$ cat src/rtl/msdap_ctrl_pkg.sv
// Shared MSDAP definitions: sequencer state encoding, memory sizes and address widths.
package msdap_pkg;
    typedef enum logic [2:0] {
        ST_INIT      = 3'd0,
        ST_LOAD_RJ   = 3'd1,
        ST_LOAD_COEF = 3'd2,
        ST_WORK_IDLE = 3'd3,
        ST_WORK_WR   = 3'd4,
        ST_WORK_MAC  = 3'd5,
        ST_SLEEP     = 3'd6
    } state_t;

    localparam int RJ_COUNT_DEF    = 16;
    localparam int COEF_COUNT_DEF  = 512;
    localparam int XMEM_DEPTH_DEF  = 256;
    localparam int SLEEP_ZEROS_DEF = 800;

    localparam int RJ_AW   = 4;
    localparam int COEF_AW = 9;
    localparam int XMEM_AW = 8;
    localparam int CNT_W   = 10;
endpackage

$ cat src/rtl/msdap_ctrl_frame_detect.sv
// Host frame strobe edge detector; latches the frame word on the rising edge of inputFrame.
module msdap_frame_detect #(
    parameter int DATA_W = 16
) (
    input  logic              clock,
    input  logic              reset,
    input  logic              inputFrame,
    input  logic [DATA_W-1:0] data_in,
    output logic              frame_pulse,
    output logic [DATA_W-1:0] word
);
    logic prev;

    always_ff @(posedge clock) begin
        if (reset) begin
            prev        <= 1'b0;
            frame_pulse <= 1'b0;
            word        <= '0;
        end else begin
            prev        <= inputFrame;
            frame_pulse <= inputFrame & ~prev;
            if (inputFrame && !prev)
                word <= data_in;
        end
    end
endmodule

$ cat src/rtl/msdap_ctrl.sv
// MSDAP main sequencer: x-memory clear, rj/coef loading, per-sample MAC launch and host ack.
// Optional zero-input sleep mode is built when MSDAP_CTRL_SLEEP_EN is defined.
module msdap_ctrl
    import msdap_pkg::*;
#(
    parameter int RJ_COUNT    = RJ_COUNT_DEF,
    parameter int COEF_COUNT  = COEF_COUNT_DEF,
    parameter int XMEM_DEPTH  = XMEM_DEPTH_DEF,
    parameter int SLEEP_ZEROS = SLEEP_ZEROS_DEF,
    parameter int DATA_W      = 16
) (
    input  logic               clock,
    input  logic               reset,
    input  logic               inputFrame,
    input  logic [DATA_W-1:0]  data_in,
    output logic [DATA_W-1:0]  mem_wdata,
    output logic               rj_we,
    output logic [RJ_AW-1:0]   rj_addr,
    output logic               coef_we,
    output logic [COEF_AW-1:0] coef_addr,
    output logic               x_we,
    output logic [XMEM_AW-1:0] x_addr,
    output logic               mac_start,
    input  logic               mac_done,
    output logic               outputFrame,
    output logic               out_zero,
    output logic               overrun,
    output logic [2:0]         state
);
    state_t            state_r;
    logic              frame_pulse;
    logic [DATA_W-1:0] word;
    logic [CNT_W-1:0]  cnt;
    logic              pend;
`ifdef MSDAP_CTRL_SLEEP_EN
    logic [CNT_W-1:0]  zero_cnt;
`endif

    msdap_frame_detect #(.DATA_W(DATA_W)) u_detect (
        .clock       (clock),
        .reset       (reset),
        .inputFrame  (inputFrame),
        .data_in     (data_in),
        .frame_pulse (frame_pulse),
        .word        (word)
    );

    // The clear sweep writes zeros regardless of whatever word was last latched.
    assign mem_wdata = (state_r == ST_INIT) ? '0 : word;
    assign state     = state_r;
`ifndef MSDAP_CTRL_SLEEP_EN
    assign out_zero  = 1'b0;
`endif

    always_ff @(posedge clock) begin
        if (reset) begin
            state_r     <= ST_INIT;
            cnt         <= '0;
            pend        <= 1'b0;
            rj_we       <= 1'b0;
            rj_addr     <= '0;
            coef_we     <= 1'b0;
            coef_addr   <= '0;
            x_we        <= 1'b0;
            x_addr      <= '0;
            mac_start   <= 1'b0;
            outputFrame <= 1'b0;
            overrun     <= 1'b0;
`ifdef MSDAP_CTRL_SLEEP_EN
            out_zero    <= 1'b0;
            zero_cnt    <= '0;
`endif
        end else begin
            rj_we       <= 1'b0;
            coef_we     <= 1'b0;
            x_we        <= 1'b0;
            mac_start   <= 1'b0;
            outputFrame <= 1'b0;
`ifdef MSDAP_CTRL_SLEEP_EN
            out_zero    <= 1'b0;
`endif
            case (state_r)
                ST_INIT: begin
                    if (frame_pulse) overrun <= 1'b1;
                    if (cnt < CNT_W'(XMEM_DEPTH)) begin
                        x_we   <= 1'b1;
                        x_addr <= cnt[XMEM_AW-1:0];
                        cnt    <= cnt + 1'b1;
                    end else begin
                        x_addr  <= '0;
                        cnt     <= '0;
                        state_r <= ST_LOAD_RJ;
                    end
                end
                // A new strobe cannot reach us in the ack cycle, so pend and frame_pulse never collide.
                ST_LOAD_RJ: begin
                    if (pend) begin
                        pend        <= 1'b0;
                        outputFrame <= 1'b1;
                        if (cnt == CNT_W'(RJ_COUNT - 1)) begin
                            cnt     <= '0;
                            state_r <= ST_LOAD_COEF;
                        end else begin
                            cnt <= cnt + 1'b1;
                        end
                    end else if (frame_pulse) begin
                        rj_we   <= 1'b1;
                        rj_addr <= cnt[RJ_AW-1:0];
                        pend    <= 1'b1;
                    end
                end
                ST_LOAD_COEF: begin
                    if (pend) begin
                        pend        <= 1'b0;
                        outputFrame <= 1'b1;
                        if (cnt == CNT_W'(COEF_COUNT - 1)) begin
                            cnt     <= '0;
                            state_r <= ST_WORK_IDLE;
                        end else begin
                            cnt <= cnt + 1'b1;
                        end
                    end else if (frame_pulse) begin
                        coef_we   <= 1'b1;
                        coef_addr <= cnt[COEF_AW-1:0];
                        pend      <= 1'b1;
                    end
                end
                // outputFrame high here means the strobe edge coincided with mac_done: drop it.
                ST_WORK_IDLE: begin
                    if (frame_pulse) begin
                        if (outputFrame) begin
                            overrun <= 1'b1;
                        end else begin
                            x_we    <= 1'b1;
                            state_r <= ST_WORK_WR;
`ifdef MSDAP_CTRL_SLEEP_EN
                            if (word != '0)
                                zero_cnt <= '0;
                            else if (zero_cnt != CNT_W'(SLEEP_ZEROS))
                                zero_cnt <= zero_cnt + 1'b1;
`endif
                        end
                    end
                end
                ST_WORK_WR: begin
                    if (frame_pulse) overrun <= 1'b1;
                    mac_start <= 1'b1;
                    state_r   <= ST_WORK_MAC;
                end
                ST_WORK_MAC: begin
                    if (frame_pulse) overrun <= 1'b1;
                    if (mac_start) x_addr <= x_addr + 1'b1;
                    if (mac_done) begin
                        outputFrame <= 1'b1;
`ifdef MSDAP_CTRL_SLEEP_EN
                        state_r <= (zero_cnt >= CNT_W'(SLEEP_ZEROS)) ? ST_SLEEP : ST_WORK_IDLE;
`else
                        state_r <= ST_WORK_IDLE;
`endif
                    end
                end
`ifdef MSDAP_CTRL_SLEEP_EN
                ST_SLEEP: begin
                    if (frame_pulse) begin
                        if (outputFrame) begin
                            overrun <= 1'b1;
                        end else if (word == '0) begin
                            out_zero    <= 1'b1;
                            outputFrame <= 1'b1;
                        end else begin
                            zero_cnt <= '0;
                            x_we     <= 1'b1;
                            state_r  <= ST_WORK_WR;
                        end
                    end
                end
`endif
                default: state_r <= ST_INIT;
            endcase
        end
    end
endmodule

$ cat config.mk
export PLATFORM = sky130hd
export DESIGN_NAME = msdap_ctrl
export DESIGN_NICKNAME = d
export VERILOG_FILES = /design/src/rtl/msdap_ctrl_pkg.sv /design/src/rtl/msdap_ctrl_frame_detect.sv /design/src/rtl/msdap_ctrl.sv
export SDC_FILE = /design/constraint.sdc
export NUM_CORES = 1
export LEC_CHECK = 0
export ABC_AREA = 1
export BUFFER_PORTS_ARGS = -buffer_cell sky130_fd_sc_hd__buf_2
export CORE_MARGIN = 1
export CORE_UTILIZATION = 35
export DETAILED_ROUTE_END_ITERATION = 7
export PLACE_DENSITY = 0.62
export SETUP_SLACK_MARGIN = 0.02
export SYNTH_ARGS = -nofsm -noshare
export SYNTH_HDL_FRONTEND = slang
export SYNTH_SLANG_ARGS = --single-unit
export TNS_END_PERCENT = 30
$ cat constraint.sdc
create_clock -name clock -period 1.3 [get_ports clock]
set_input_delay 0.065 -clock clock [delete_from_list [all_inputs] [get_ports clock]]
set_output_delay 0.065 -clock clock [all_outputs]
set_load 0.1 [all_outputs]
==> impl_metrics.tcl <==
set metrics [dict create \
    status "finished with violations" \
    violations "setup timing" \
    num-fill-cells 620 \
    cts_tree "done" \
    rows 31 \
    critical_path_arrival_ns 1.47 \
    worstSetupStartpointType "flip-flop" \
    synth_top_cell_area_share_pct 42.91 \
    required_ns 1.24 \
    synthToLayoutAreaGrowth_pct 66.41 \
    gp_congestion 0.8984 \
    synth_cells 384 \
    synth.largest_area_cell "dfxtp_1" \
    dpl.hpwl_um 5230 \
    ir_worst_vdd_uv 1365 \
    drt-vias-per-instance 4.700 \
    cts_buffers 9 \
    clk_pin_slew_ns 0.07 \
    end_kind "primary output" \
    vias 2909 \
    final_antenna_net_count 0 \
    ys_ff_latch 59 \
    synth_edf_count 0 \
    skew_ns 0.009246 \
    synthFlopType "dfxtp_1" \
    drv_cap 0 \
    worst_slack_ns -0.2391 \
    syn_area_mm2 0.002753 \
    grt_max_degree 28 \
    p_per_area_mw_per_mm2 2535 \
    io_buffers 65 \
    start_util_pct 37.16 \
    met1_length_um 3611 \
    drc 0 \
    drive_gt1_share_pct 43.85 \
    cts_buffer_depth 2 \
    grt_pass1_vias 2736 \
    grt_overflow 0 \
    synth_warnings 0 \
    synthTopCellsByArea "dfxtp_1 (43%), nor2_1 (8.2%), o21ai_0 (7.5%)" \
    grt_pass1_wl_um 12660 \
    clockRootBuffer "clkbuf_8" \
    max_freq_ghz 0.6497 \
    clk-insertion-delay-late_ns 0.34 \
    first_pass_iters 6 \
    setup_viol 45 \
    async_flop_share_pct 0 \
    ys_seq_area_share_pct 42.91 \
    ioPinCount 67 \
    hold_viol 0 \
    grt.total_usage_pct 19.29 \
    wl_met2_um 3594 \
    syn_avg_cell_area_um2 7.168 \
    utilization_pct 61.83 \
    n_antenna_cell 0 \
    fp.dieH_um 90.69 \
    p_leak_nw 2.065 \
    die_w_um 90.69 \
    wl_um 7749 \
    syn-num-nets 406 \
    drt_iter0_markers 140 \
    crit_type "flip-flop to primary output" \
    wl_per_cell_um 12.52 \
    antenna_found_initial 0 \
    die_area_mm2 0.008224 \
    post-route-period-util_pct 118.4 \
    synth_most_common_cell "nor2_1" \
    top_layer "met4" \
    worstPathMaxFanout 5 \
    htree_levels 3 \
    rsz0062_at_grt "true" \
    clkSinkCount 59 \
    power_w 0.01161 \
    r2r_slack_ns -0.14 \
    synth_commonest_cells "nor2_1 (60), dfxtp_1 (59), inv_1 (49), nand2_1 (44), o21ai_0 (41)" \
    whs_ns 0.003350 \
    num-nets-final 537 \
    post_synth_num_cell_types 32 \
    slew_violations 0 \
    hp-class "input pin to flip-flop" \
    coreArea_mm2 0.007408 \
    wl_met3_um 384 \
    min_period_ns 1.539 \
]
per-stage QoR:
step | TNS, ns | worst slack [ns] | cells | cell area (µm²)
after CTS | -5.205 | -0.2445 | 615 | 4414
after global routing | -7.771 | -0.2844 | 619 | 4581
after global placement | -1.015 | -0.1043 | 584 | 3950
after detailed placement | -1.692 | -0.1608 | 584 | 3950
final | -4.378 | -0.2391 | 619 | 4581
after floorplan | -8.042 | -0.2505 | 384 | 2929
layer usage:
metal	up-vias	GRT usage, %
li1	1507	-
met4	0	8.602
met5	-	0
met1	1320	25.04
met3	14	4.798
met2	68	30.05
cell type report:
cell class                      count  area [µm²]  share of cell area, %
Clock inverter                      5       52.55                  1.147
Timing Repair Buffer              137        1279                  27.92
Tap cell                           99       123.9                  2.704
Inverter                           55       221.5                  4.835
Sequential cell                    59        1211                  26.44
Clock buffer                       11       141.4                  3.087
Multi-Input combinational cell    253        1551                  33.87
critical path: stages (launching register included):
cell     delay [ns]
dfxtp_4        0.35
buf_6          0.12
nor2_8         0.19
buf_12         0.14
buf_12         0.13
nor2_4         0.05
buf_12         0.16
kinds of logic after synthesis:
family | after synthesis | synth area share [%]
AND/OR/NAND/NOR | 151 | 25.36
AO/OA/AOI/OAI | 95 | 17.95
buffers and inverters | 72 | 11.45
flip-flops | 59 | 42.91
XOR/XNOR | 4 | 1.273
adder cells (fa/ha/maj) | 2 | 0.9089
other | 1 | 0.1362
repair_timing:
action                     CTS  global route
hold endpoints to repair     4             0
hold buffers                 4             0
gates resized for setup     35            41
pin swaps                    5            13
setup endpoints to repair   42            57
gates cloned                 2             0
buffers inserted             9             5
sequential cells by signal (all words and copies together) (netlist names), 3 cells and up:
register       count
cnt               10
u_detect.word     16
coef_addr          9
rj_addr            4
x_addr             8
state              3
placed cells by master, fill, tap and decap left out, types with 2 or more instances in the layout:
master         count
inv_4              4
dlygate4sd3_1      4
o21ai_0           26
nand2_8            2
xor2_1             3
a21oi_1           38
dfxtp_1           45
nor2_2             7
nor3_1             2
buf_4             51
clkinv_2           3
nand2_4            9
nand3_1           20
o21ai_2            3
nand2_1           39
inv_1             47
clkbuf_8          10
inv_2              3
nor2_1            35
buf_12            23
nand3_2            4
dfxtp_2            9
nand2_2            6
dfxtp_4            5
buf_2             45
buf_6             12
a31oi_1            8
o21ai_1           18
o31ai_1            2
nor2_4            22
final timing paths:
check,startpoint,endpoint,cells past startpoint
worst max register to register,state[2]$_SDFFE_PP0P_,cnt[1]$_SDFFE_PP0P_,12
worst max-delay path,state[1]$_SDFFE_PP0P_,mem_wdata[6],6
worst min register to register,overrun$_SDFFE_PP0P_,overrun$_SDFFE_PP0P_,2
worst min-delay path,data_in[8],u_detect.word[8]$_SDFFE_PP0P_,3
power breakdown:
group / leakage, nW / switching, W / internal (W)
logic: 1.48 / 0.00482 / 0.00277
clock network: 0.0991 / 0.000715 / 0.000927
registers: 0.490 / 0.000238 / 0.00214
total: 2.06 / 0.00577 / 0.00584
No activity file was read; power rests on OpenSTA's default activity.
